--- config.mk ---
export PLATFORM = sky130hd
export DESIGN_NAME = mul_div_sequencer
export DESIGN_NICKNAME = d
export VERILOG_FILES = /design/src/rtl/mul_div_sequencer.sv
export SDC_FILE = /design/constraint.sdc
export NUM_CORES = 1
export LEC_CHECK = 0
export ABC_AREA = 1
export BUFFER_PORTS_ARGS = -buffer_cell sky130_fd_sc_hd__buf_2
export CORE_MARGIN = 2
export CORE_UTILIZATION = 57
export DETAILED_ROUTE_END_ITERATION = 16
export GPL_TIMING_DRIVEN = 0
export PLACE_DENSITY_LB_ADDON = 0.25
export SYNTH_ARGS = -nofsm -noshare
export SYNTH_HDL_FRONTEND = slang
export SYNTH_SLANG_ARGS = --single-unit
--- constraint.sdc ---
create_clock -name clk_i -period 2.15 [get_ports clk_i]
set_input_delay 0.43 -clock clk_i [delete_from_list [all_inputs] [get_ports clk_i]]
set_output_delay 0.43 -clock clk_i [all_outputs]
set_load 0.05 [all_outputs]
--- src/rtl/mul_div_sequencer.sv ---
// Multi-cycle multiply/divide unit: shift-add multiply or restoring divide, one bit per clock.
// Results go to the HI/LO pair, which changes only on the edge that enters DONE.
module mul_div_sequencer #(
  parameter int unsigned DATA_W = 32,
  parameter int unsigned CNT_W  = 6
) (
  input  logic              clk_i,
  input  logic              rst_i,
  input  logic              start_i,
  input  logic [5:0]        funct_i,
  input  logic [DATA_W-1:0] src1_i,
  input  logic [DATA_W-1:0] src2_i,
  output logic              busy_o,
  output logic              done_o,
  output logic              err_o,
  output logic [DATA_W-1:0] hi_o,
  output logic [DATA_W-1:0] lo_o
);

  localparam logic [5:0] FnMult  = 6'h18;
  localparam logic [5:0] FnMultu = 6'h19;
  localparam logic [5:0] FnDiv   = 6'h1A;
  localparam logic [5:0] FnDivu  = 6'h1B;

  localparam logic [CNT_W-1:0] LastCnt = CNT_W'(DATA_W - 1);

  typedef enum logic [1:0] {StIdle, StCalc, StFix, StDone} state_e;

  state_e state_q, state_d;

  logic [2*DATA_W-1:0] acc_q;     // multiply: {hi, multiplier}; divide: {rem, quot}
  logic [DATA_W-1:0]   opnd_q;    // multiplicand or divisor magnitude
  logic [CNT_W-1:0]    cnt_q;
  logic                is_div_q;
  logic                neg_q;
  logic                neg_rem_q;
  logic                dz_q;
  logic [DATA_W-1:0]   hi_q;
  logic [DATA_W-1:0]   lo_q;

  // Request decode
  logic              legal;
  logic              is_div_in;
  logic              is_signed_in;
  logic              accept;
  logic              div_zero_in;
  logic [DATA_W-1:0] mag1;
  logic [DATA_W-1:0] mag2;

  always_comb begin
    legal        = (funct_i == FnMult) || (funct_i == FnMultu) ||
                   (funct_i == FnDiv)  || (funct_i == FnDivu);
    is_div_in    = funct_i[1];
    is_signed_in = ~funct_i[0];
    accept       = (state_q == StIdle) && start_i && legal;
    div_zero_in  = is_div_in && (src2_i == '0);
    // MIN_INT negates to itself, which is the correct unsigned magnitude
    mag1         = (is_signed_in && src1_i[DATA_W-1]) ? -src1_i : src1_i;
    mag2         = (is_signed_in && src2_i[DATA_W-1]) ? -src2_i : src2_i;
  end

  // State register
  always_ff @(posedge clk_i or negedge rst_i) begin
    if (!rst_i) begin
      state_q <= StIdle;
    end else begin
      state_q <= state_d;
    end
  end

  // Next-state logic
  always_comb begin
    state_d = state_q;
    unique case (state_q)
      StIdle: begin
        if (accept) begin
          state_d = div_zero_in ? StDone : StCalc;
        end
      end
      StCalc: begin
        if (cnt_q == LastCnt) begin
          state_d = StFix;
        end
      end
      StFix:   state_d = StDone;
      StDone:  state_d = StIdle;
      default: state_d = StIdle;
    endcase
  end

  // Outputs
  always_comb begin
    busy_o = (state_q != StIdle);
    done_o = (state_q == StDone);
    err_o  = (state_q == StDone) && dz_q;
    hi_o   = hi_q;
    lo_o   = lo_q;
  end

  // One iteration of either algorithm
  logic [DATA_W:0]     mul_sum;
  logic [DATA_W:0]     rem_sh;
  logic [DATA_W:0]     div_diff;
  logic                div_ge;
  logic [2*DATA_W-1:0] acc_step;

  always_comb begin
    mul_sum  = {1'b0, acc_q[2*DATA_W-1:DATA_W]} + {1'b0, opnd_q};
    // Keep the bit shifted out of rem so divisors above 2**(DATA_W-1) work
    rem_sh   = acc_q[2*DATA_W-1:DATA_W-1];
    div_diff = rem_sh - {1'b0, opnd_q};
    div_ge   = rem_sh[DATA_W] | ~div_diff[DATA_W];
    acc_step = acc_q;
    if (is_div_q) begin
      if (div_ge) begin
        acc_step = {div_diff[DATA_W-1:0], acc_q[DATA_W-2:0], 1'b1};
      end else begin
        acc_step = {acc_q[2*DATA_W-2:0], 1'b0};
      end
    end else begin
      if (acc_q[0]) begin
        acc_step = {mul_sum, acc_q[DATA_W-1:1]};
      end else begin
        acc_step = {1'b0, acc_q[2*DATA_W-1:1]};
      end
    end
  end

  // Sign fix-up of the unsigned result
  logic [2*DATA_W-1:0] prod_neg;
  logic [DATA_W-1:0]   fix_hi;
  logic [DATA_W-1:0]   fix_lo;

  always_comb begin
    prod_neg = -acc_q;
    if (is_div_q) begin
      fix_lo = neg_q     ? -acc_q[DATA_W-1:0]          : acc_q[DATA_W-1:0];
      fix_hi = neg_rem_q ? -acc_q[2*DATA_W-1:DATA_W]   : acc_q[2*DATA_W-1:DATA_W];
    end else begin
      fix_lo = neg_q ? prod_neg[DATA_W-1:0]        : acc_q[DATA_W-1:0];
      fix_hi = neg_q ? prod_neg[2*DATA_W-1:DATA_W] : acc_q[2*DATA_W-1:DATA_W];
    end
  end

  // Datapath registers
  always_ff @(posedge clk_i or negedge rst_i) begin
    if (!rst_i) begin
      acc_q     <= '0;
      opnd_q    <= '0;
      cnt_q     <= '0;
      is_div_q  <= 1'b0;
      neg_q     <= 1'b0;
      neg_rem_q <= 1'b0;
      dz_q      <= 1'b0;
      hi_q      <= '0;
      lo_q      <= '0;
    end else begin
      if (accept) begin
        acc_q     <= {{DATA_W{1'b0}}, (is_div_in ? mag1 : mag2)};
        opnd_q    <= is_div_in ? mag2 : mag1;
        cnt_q     <= '0;
        is_div_q  <= is_div_in;
        neg_q     <= is_signed_in && (src1_i[DATA_W-1] ^ src2_i[DATA_W-1]);
        neg_rem_q <= is_signed_in && src1_i[DATA_W-1];
        dz_q      <= div_zero_in;
      end else if (state_q == StCalc) begin
        acc_q <= acc_step;
        cnt_q <= cnt_q + CNT_W'(1);
      end else if (state_q == StFix) begin
        hi_q <= fix_hi;
        lo_q <= fix_lo;
      end
    end
  end

endmodule

# [Word level (Yosys, flattened, before mapping)]
# Cells that the tools add are included.
[totals] reg_bits=172 in_bits=73 out_inout_bits=67 wordCells=71
[classes] add_sub_neg=8 eq_ne=10 n_mux=21 n_bitwise=6 reduce_logical=16
[op_table] operator="32-bit two-way mux" n=10
[op_table] operator="64-bit two-way mux" n=5
[op_table] operator="32-bit negator" n=4
[op_table] operator="64-bit negator" n=1
[op_table] operator="32-bit by 32-bit adder with 33-bit output" n=1
[op_table] operator="33-bit by 32-bit subtractor with 33-bit output" n=1
[op_table] operator="32-bit zero test" n=1
[op_table] operator="6-bit by 5-bit == test with 1-bit output, second input constant" n=5
[op_table] operator="6-bit two-way mux" n=2
[op_table] operator="2-bit case mux with 4 select lines" n=1
[op_table] operator="1-bit logical AND" n=7
[op_table] operator="6-bit by 1-bit adder with 6-bit output, second input constant" n=1
[op_table] operator="2-bit two-way mux" n=3
[op_table] operator="2-bit == test, second input constant" n=2
[op_table] operator="2-bit != test, second input constant" n=2
[op_table] operator="1-bit NOT" n=4
[op_table] operator="2-bit nonzero test" n=2
[op_table] operator="1-bit logical OR" n=3
[op_table] operator="3-bit AND reduction" n=1
[op_table] operator="2-bit by 1-bit == test with 1-bit output, second input constant" n=1
[op_table] operator="2-bit zero test" n=1
[op_table] operator="2-bit AND reduction" n=1
[op_table] operator="1-bit OR" n=1
[op_table] operator="1-bit XOR" n=1

# [Depth between registers and ports, before layout]
# Gate-level depths: netlist (run 1).
[depth] word_depth=7 ltp_mapped=18 depth_no_buf=17

# [Least setup slack after synthesis (run 1)]
# No wires, ideal clock.
[synth_path] kind="reg-to-reg" start="reg acc_q[0]" end="reg hi_q[16], in the netlist hi_o[16]" setup_ns=0.118 arrival_time_ns=2.249 t_required_ns=2.032 path_slack_ns=-0.217 path_stages_with_launch=14 n_path_buf=2 period_less_slack_ns=2.367 path_cell_list="dfrtp_1 > inv_2 > clkbuf_1 > buf_1 > ha_1 > nand4_2 > nor2_4 > nand4_2 > o21ai_4 > nand2_1 > nand2_1 > nand2_1 > nand3_1 > nand2_1"
[synth_via] elab_chain_cells=3
[synth_lines] item="start, declared" line_no="31" source="logic [2*DATA_W-1:0] acc_q;"
[synth_lines] item="start signal, assigned" line_no="159" source="acc_q <= {{DATA_W{1'b0}}, (is_div_in ? mag1 : mag2)};"
[synth_lines] item="start signal, assigned" line_no="167" source="acc_q <= acc_step;"
[synth_lines] item="64-bit negator" line_no="135" source="prod_neg = -acc_q;"
[synth_lines] item="32-bit two-way mux" line_no="141" source="fix_hi = neg_q ? prod_neg[2*DATA_W-1:DATA_W] : acc_q[2*DATA_W-1:DATA_W];"
[synth_lines] item="32-bit two-way mux" line_no="136" source="if (is_div_q) begin"
[synth_lines] item="end signal, assigned" line_no="170" source="hi_q <= fix_hi;"
[synth_lines] item="end, declared" line_no="38" source="logic [DATA_W-1:0] hi_q;"
# No other way between the ends.
# A chain may end at the register's enable or synchronous reset.

# [Worst setup path in the final report (run 1)]
[layout_path] start="reg acc_q[32]" end="reg acc_q[51]"
[layout_via] elab_chain_cells=7 elab_cells_between_ends=9 cone_classes="add/sub: 2; mux: 5; bitwise: 2"
[layout_lines] item="33-bit by 32-bit subtractor with 33-bit output" line_no="111" source="div_diff = rem_sh - {1'b0, opnd_q};"
[layout_lines] item="1-bit NOT" line_no="112" source="div_ge = rem_sh[DATA_W] | ~div_diff[DATA_W];"
[layout_lines] item="1-bit OR" line_no="112"
[layout_lines] item="64-bit two-way mux" line_no="115" source="if (div_ge) begin"
[layout_lines] item="64-bit two-way mux *" line_no="114" source="if (is_div_q) begin"
[layout_lines] item="64-bit two-way mux *" line_no="166" source="end else if (state_q == StCalc) begin"
[layout_lines] item="64-bit two-way mux *" line_no="158" source="if (accept) begin"
# Every way passes the cells marked *; elsewhere a longest branch is shown, timed or not. The select of a mux whose other input is x is not followed.

==> results.md, run 1 <==
- Largest net degree at the start of global routing: 124
- Setup TNS: -11.46 ns
- Final WS setup: -0.3929 ns
- Core Util, Final: 0.6996
- CTS Buf Count: 17
- DRC violation count after routing: 0
- Leakage: 11.57 nW
- Setup crit start kind: flip-flop
- Share of layout cells above drive strength 1: 0.1809
- DR iter-0 viols: 3,211
- Slowest library cell on the worst path: dfrtp_2
- Post-synth EDFFs: 0
- Syn Area/Cell: 5.749 µm²
- Dpl ws: -0.8001 ns
- Synth Register Bits: 172
- Final std cells w/o fill: 3,829
- Total core area: 31,560 µm²
- Hold Vio Cnt, Final: 0
- Synth area leaders: nand2_1 25%, dfrtp_1 24%, inv_1 9.6%
- Most common cell on crit path: nand2_2
- Commonest cells post-synth: 1,194 x nand2_1, 468 x inv_1, 285 x nor2_1, 269 x nand3_1, 172 x dfrtp_1
- Sequential cell area: 4357 µm²
- Max Fclk: 0.3933 GHz
- Root Buffer Master: clkbuf_16
- Clk pin slew, worst setup/hold paths: 0.08 ns
- Register area share after synthesis: 0.2361
- Clk buf depth: 2
- Max VDD drop: 0.001022 V
- Max_slew headroom: 0.4899
- Wire length per cell: 20.38 µm
- Hpwl dp: 59,210 µm
- Inst Count DP: 3,713
- Slew @ Worst Pin: 0.7652 ns
- Cells after synthesis: 3,171
- Htree depth: 4
- Synth top area share: 0.2458
- CP cell instances: clkinvlp_4 > fa_2 > inv_2 > nand2_2 > nand2_2 > nand3_2 > nand2_2 > nand2_2 > nand2_4 > nand3_4 > nand2_8 > buf_8 > buf_6 > nand3_4 > nand3_2 > nand2_1 > nand2_1
- CP max stage delay: 0.48 ns
- Footprint of the multi-input gates: 12,790 µm²
- Total gr overflow: 0
- Number of setup violations in the final report: 40
- Via-per-instance ratio: 5.963
- I/O pin cnt: 140
- Post-Syn Area: 18,230 µm²
- Hold Path Class: primary input to flip-flop
- CP endpoint kind: flip-flop
- Die area: 33,430 µm²
- Synth warnings: 0
- PD cells: 1949 nW/µm²
- Die span in y: 182.8 µm
- Failing checks: setup timing
- Worst-Skew Late Latency: 0.47 ns
- # diodes: 0
- First-pass GRT wire length: 115,600 µm
- Max Cap Violations: 0
- Starting density of the core: 0.5777
- Fin nets: 3,564
- # rows: 65
- Slew Limit Fails: 0
- Vias in the first global route: 21,098
- Layout Area Growth over Synthesis: 21.09%
- Clk sink count: 172
- Peak fanout along the critical path: 8
- Initial antenna violation count: 1
- CP Data Arrival Time: 2.95 ns
- Distinct cell type count after synthesis: 52
- Period minus WS final: 2.543 ns
- GP Congestion: 1.103
- Most frequent cell after synthesis: nand2_1
- Critical path class: flip-flop to flip-flop
- # port buffers: 139
- Fill cells: 2,875
- Post-Route WL: 78,030 µm
- Net Count, Synth: 3,320
- Cell taking the most area after synthesis: nand2_1
- Outcome: complete, but fails checks
- Gr usage total: 0.4551
- TritonCTS clock tree: built
- RSZ-0062 raised after global routing: true
- FFs w/ async S/R, synth: 1.000
- Ys flop type: dfrtp_1
- DR vias: 22,834
- Die width: 182.8 µm
- DRT Pass-1 Iters: 8
- Remaining antenna violation count: 0
- Crit share post-route: 1.183
- WP data required: 2.55 ns
- Final setup skew: 0.01398 ns
routing by layer:
layer | GRT usage | routed length (µm) | share of wire | vias to the layer above
met5 | 0 | 13 | 0.00017 | -
met4 | 0.3053 | 6363 | 0.082 | 2
met1 | 0.5611 | 28470 | 0.36 | 10395
met2 | 0.7098 | 33630 | 0.43 | 1541
li1 | - | - | - | 10482
met3 | 0.1090 | 9542 | 0.12 | 414
worst max-delay path: cells and delay by family, from the launching register on:
kind                     cells  cell delay [ns]
adder cells (fa/ha/maj)      1             0.42
buffers and inverters        4             0.54
flip-flops                   1             0.48
AND/OR/NAND/NOR             12             1.03
repair_timing:
| action | 4_1_cts | 5_1_grt |
|---|---|---|
| gates cloned | 3 | 1 |
| pin swaps | 41 | 68 |
| hold buffers | 1 | 0 |
| endpoints found under the setup margin | 108 | 123 |
| resized for setup | 167 | 236 |
| hold endpoints to repair | 49 | 0 |
| buffers inserted | 57 | 28 |
state kept, by name, summed over array words and instances (netlist names):
| signal | count |
|---|---|
| acc_q | 64 |
| lo_o | 32 |
| hi_o | 32 |
| state_q | 2 |
| is_div_q | 1 |
| cnt_q | 6 |
| neg_q | 1 |
| dz_q | 1 |
| neg_rem_q | 1 |
| opnd_q | 32 |
layout by cell type, fill, tap and decap left out, drive strengths merged, types with 2 or more instances in the layout:
| cell type | n |
|---|---|
| nand4 | 43 |
| o21bai | 3 |
| nand2 | 1201 |
| and2 | 8 |
| clkbuf | 76 |
| nand3 | 272 |
| o21ai | 161 |
| clkinvlp | 5 |
| dfrtp | 172 |
| o31ai | 3 |
| fa | 2 |
| or2 | 11 |
| o221ai | 4 |
| o22ai | 4 |
| nor2 | 303 |
| inv | 487 |
| a21oi | 120 |
| nor3 | 20 |
| buf | 260 |
| a22oi | 17 |
| clkinv | 3 |
| nand3b | 9 |
| ha | 74 |
| and3 | 3 |
| o21a | 2 |
| xnor2 | 4 |
| a31oi | 14 |
| xor2 | 99 |
| o211ai | 37 |
| nor4 | 2 |
through the flow:
| step | instance area (µm²) | hold slack, ns | power [mW] |
|---|---|---|---|
| 2_1_floorplan | 18250 | 0.1344 | 25.65 |
| 3_3_place_gp | 19450 | 0.4589 | 33.15 |
| 3_5_place_dp | 19480 | 0.3625 | 33.75 |
| 4_1_cts | 21150 | 0.3279 | 39.60 |
| 5_1_grt | 22070 | 0.3534 | 45.78 |
| 6_report | 22070 | 0.3486 | 43.03 |
power breakdown:
group | leakage, nW | internal, mW | switching [mW]
Clock | 0.287 | 1.68 | 1.55
Combinational | 9.29 | 10.6 | 22.1
Sequential | 2.00 | 4.92 | 2.18
final cells by class:
type / instances / share of cell area
multi-input combinational: 2422 / 0.5796
sequential: 172 / 0.1974
inverter: 483 / 0.08394
timing repair buffer: 228 / 0.06666
buffer: 91 / 0.02301
tap: 402 / 0.02279
clock buffer: 18 / 0.01989
clock inverter: 13 / 0.006745
cell families (layout without fill, tap and decap cells):
family | Yosys count | count (layout) | share of synthesized area
flops | 172 | 172 | 0.2361
compound gates | 370 | 370 | 0.1142
simple gates | 1873 | 1873 | 0.4240
buf+inv | 577 | 833 | 0.1233
xor+xnor | 103 | 103 | 0.04948
fa+ha+maj | 76 | 76 | 0.05299
final timing paths:
kind	end	slack, ns	depth (start not counted)	startpoint
min in group asynchronous	opnd_q[29]$_DFFE_PN0P_	0.44	2	rst_i
setup / recovery	acc_q[51]$_DFFE_PN0P_	-0.39	17	acc_q[32]$_DFFE_PN0P_
hold reg to reg	hi_o[4]$_DFFE_PN0P_	0.47	2	hi_o[4]$_DFFE_PN0P_
setup reg to reg	acc_q[51]$_DFFE_PN0P_	-0.39	17	acc_q[32]$_DFFE_PN0P_
hold / removal	opnd_q[9]$_DFFE_PN0P_	0.35	4	src2_i[9]
max in group asynchronous	opnd_q[1]$_DFFE_PN0P_	0.74	3	rst_i
Note: power is estimated with default switching activity, not from simulation.
==> run 2, diff against run 1 <==
--- a/config.mk
+++ b/config.mk
@@ -12,6 +12,7 @@
 export DETAILED_ROUTE_END_ITERATION = 16
 export GPL_TIMING_DRIVEN = 0
 export PLACE_DENSITY_LB_ADDON = 0.25
+export SKIP_CTS_REPAIR_TIMING = 1
 export SYNTH_ARGS = -nofsm -noshare
 export SYNTH_HDL_FRONTEND = slang
 export SYNTH_SLANG_ARGS = --single-unit
==> results.md, run 2 (synthesis results as in run 1) <==
- DRT Pass-1 Iters: 6 (-2)
- Max Cap Violations: 0 (unchanged)
- I/O pin cnt: 140 (unchanged)
- Fin nets: 3,533 (-0.87%)
- Clk buf depth: 2 (unchanged)
- First-pass GRT wire length: 111,300 µm (-3.8%)
- Gr usage total: 0.4370 (-0.01812)
- Die span in y: 182.8 µm (unchanged)
- Max Fclk: 0.3981 GHz (+1.2%)
- Root Buffer Master: clkbuf_16
- PD cells: 1890 nW/µm² (-3.1%)
- Final setup skew: 0.01497 ns (+0.0009875 ns)
- Starting density of the core: 0.5777 (unchanged)
- GP Congestion: 1.103 (unchanged)
- Fill cells: 2,950 (+2.6%)
- Hold Vio Cnt, Final: 0 (unchanged)
- Layout Area Growth over Synthesis: 18.25%
- Slew @ Worst Pin: 0.7944 ns (+0.02920 ns)
- # port buffers: 139 (unchanged)
- R2R Setup Slk: -0.36 ns (+0.03 ns)
- Htree depth: 4 (unchanged)
- # diodes: 0 (unchanged)
- CP Data Arrival Time: 2.87 ns (-0.08 ns)
- Slew Limit Fails: 0 (unchanged)
- Period minus WS final: 2.512 ns (-0.03079 ns)
- Total gr overflow: 0 (unchanged)
- DRC violation count after routing: 0 (unchanged)
- Total core area: 31,560 µm² (unchanged)
- Max FFs per register: 64 (unchanged)
- RSZ-0062 raised after global routing: true
- WP data required: 2.51 ns (-0.04 ns)
- Post-Route WL: 75,220 µm (-3.6%)
- Most common cell after layout, fill and taps aside: nand2_1
- Most frequent cells in the layout: 1,167 x nand2_1, 448 x inv_1, 247 x nor2_1, 235 x nand3_1, 156 x buf_2
- DR iter-0 viols: 3,263 (+1.6%)
- Leakage: 11.43 nW (-1.2%)
- Largest net degree at the start of global routing: 124 (unchanged)
- Vias in the first global route: 20,461 (-3.0%)
- Setup TNS: -11.34 ns (+0.1169 ns)
- DR vias: 22,564 (-1.2%)
- Remaining antenna violation count: 0 (unchanged)
- Most flops, register: acc_q
- Max_slew headroom: 0.4704 (-0.01947)
- Critical path class: flip-flop to flip-flop
- Die area: 33,430 µm² (unchanged)
- CP endpoint kind: flip-flop
- Wire length per cell: 19.80 µm (-2.8%)
- Initial antenna violation count: 0 (-1)
- Max VDD drop: 0.001016 V (-0.60%)
- Failing checks: setup timing
- TritonCTS clock tree: built
- Clk sink count: 172 (unchanged)
- Share of layout cells above drive strength 1: 0.1546 (-0.02632)
- Dpl ws: -0.8001 ns (unchanged)
- Outcome: complete, but fails checks
- Total power: 40.73 mW (-5.3%)
- Die width: 182.8 µm (unchanged)
- FF-to-FF Start: acc_q[31]$_DFFE_PN0P_
- Peak fanout along the critical path: 6 (-2)
- Hold Path Class: primary input to flip-flop
- Worst-Skew Late Latency: 0.48 ns (about the same)
- Crit share post-route: 1.168 (-0.01432)
- CP startpoint: acc_q[31]$_DFFE_PN0P_
- Number of setup violations in the final report: 48 (+20%)
- # rows: 65 (unchanged)
- Fin Hold WS: 0.3298 ns (-0.01883 ns)
- Hpwl dp: 59,210 µm (unchanged)
- Clk pin slew, worst setup/hold paths: 0.08 ns (about the same)
- Placed Area: 19,480 µm² (unchanged)
- Design area: 21,560 µm² (-2.3%)
- Final WS setup: -0.3621 ns (+0.03079 ns)
- Hold wc startpoint: src2_i[9]
- Setup crit start kind: flip-flop
- CTS Buf Count: 17 (unchanged)
- Via-per-instance ratio: 5.941 (-0.38%)
run 2: routing by layer:
layer,wire (µm),part of all wire,track usage,up-vias
met2,32650,0.43,0.6853,1444
met3,8425,0.11,0.1027,349
li1,-,-,-,10420
met4,5614,0.075,0.2707,0
met5,0,0,0,-
met1,28530,0.38,0.5457,10351
run 2: path summary, 6_finish.rpt:
| path | to | cells after the start |
|---|---|---|
| max in group asynchronous | opnd_q[1]$_DFFE_PN0P_ | 3 |
| max reg2reg | acc_q[49]$_DFFE_PN0P_ | 18 |
| min reg2reg | hi_o[4]$_DFFE_PN0P_ | 2 |
| min in group asynchronous | opnd_q[29]$_DFFE_PN0P_ | 2 |
| max | acc_q[49]$_DFFE_PN0P_ | 18 |
| min | opnd_q[9]$_DFFE_PN0P_ | 4 |
run 2: final cells by class:
type / instances / area (µm²) / share of cell area
repair buffers: 195 / 1272 / 0.05903
clock buffers: 18 / 439.2 / 0.02037
clock inverters: 13 / 148.9 / 0.006907
well taps: 402 / 503.0 / 0.02333
plain buffers: 93 / 524.3 / 0.02432
flip-flops and latches: 172 / 4349 / 0.2018
inverters: 483 / 1843 / 0.08550
multi-input cells: 2422 / 12480 / 0.5788
run 2: stage by stage:
step	cells	utilization
finish	3798	0.6831
detailed placement	3713	0.6175
global placement	3712	0.6163
global route	3798	0.6831
floorplan	3171	-
CTS	3744	0.6361
run 2: critical path, cell delays in order, from the launching register on:
cell       delay [ns]
dfrtp_1          0.42
clkinv_4         0.12
ha_4             0.19
fa_2             0.38
inv_2            0.08
nand2_2          0.06
nand2_2          0.08
nand3_2          0.08
nand2_4          0.12
nand2_4          0.06
nand2_4          0.07
nand3_4          0.11
nand2_8          0.13
inv_4            0.07
clkbuf_16        0.15
nand2_1          0.05
nand3_1          0.07
nand2_1          0.08
nand2_1          0.05
run 2: where the power goes:
group | internal [mW] | switching [mW] | leakage [nW] | total, mW
logic | 9.65 | 20.6 | 9.14 | 30.3
registers | 4.91 | 2.32 | 2.01 | 7.23
clock network | 1.68 | 1.56 | 0.287 | 3.24
total | 16.2 | 24.5 | 11.4 | 40.7
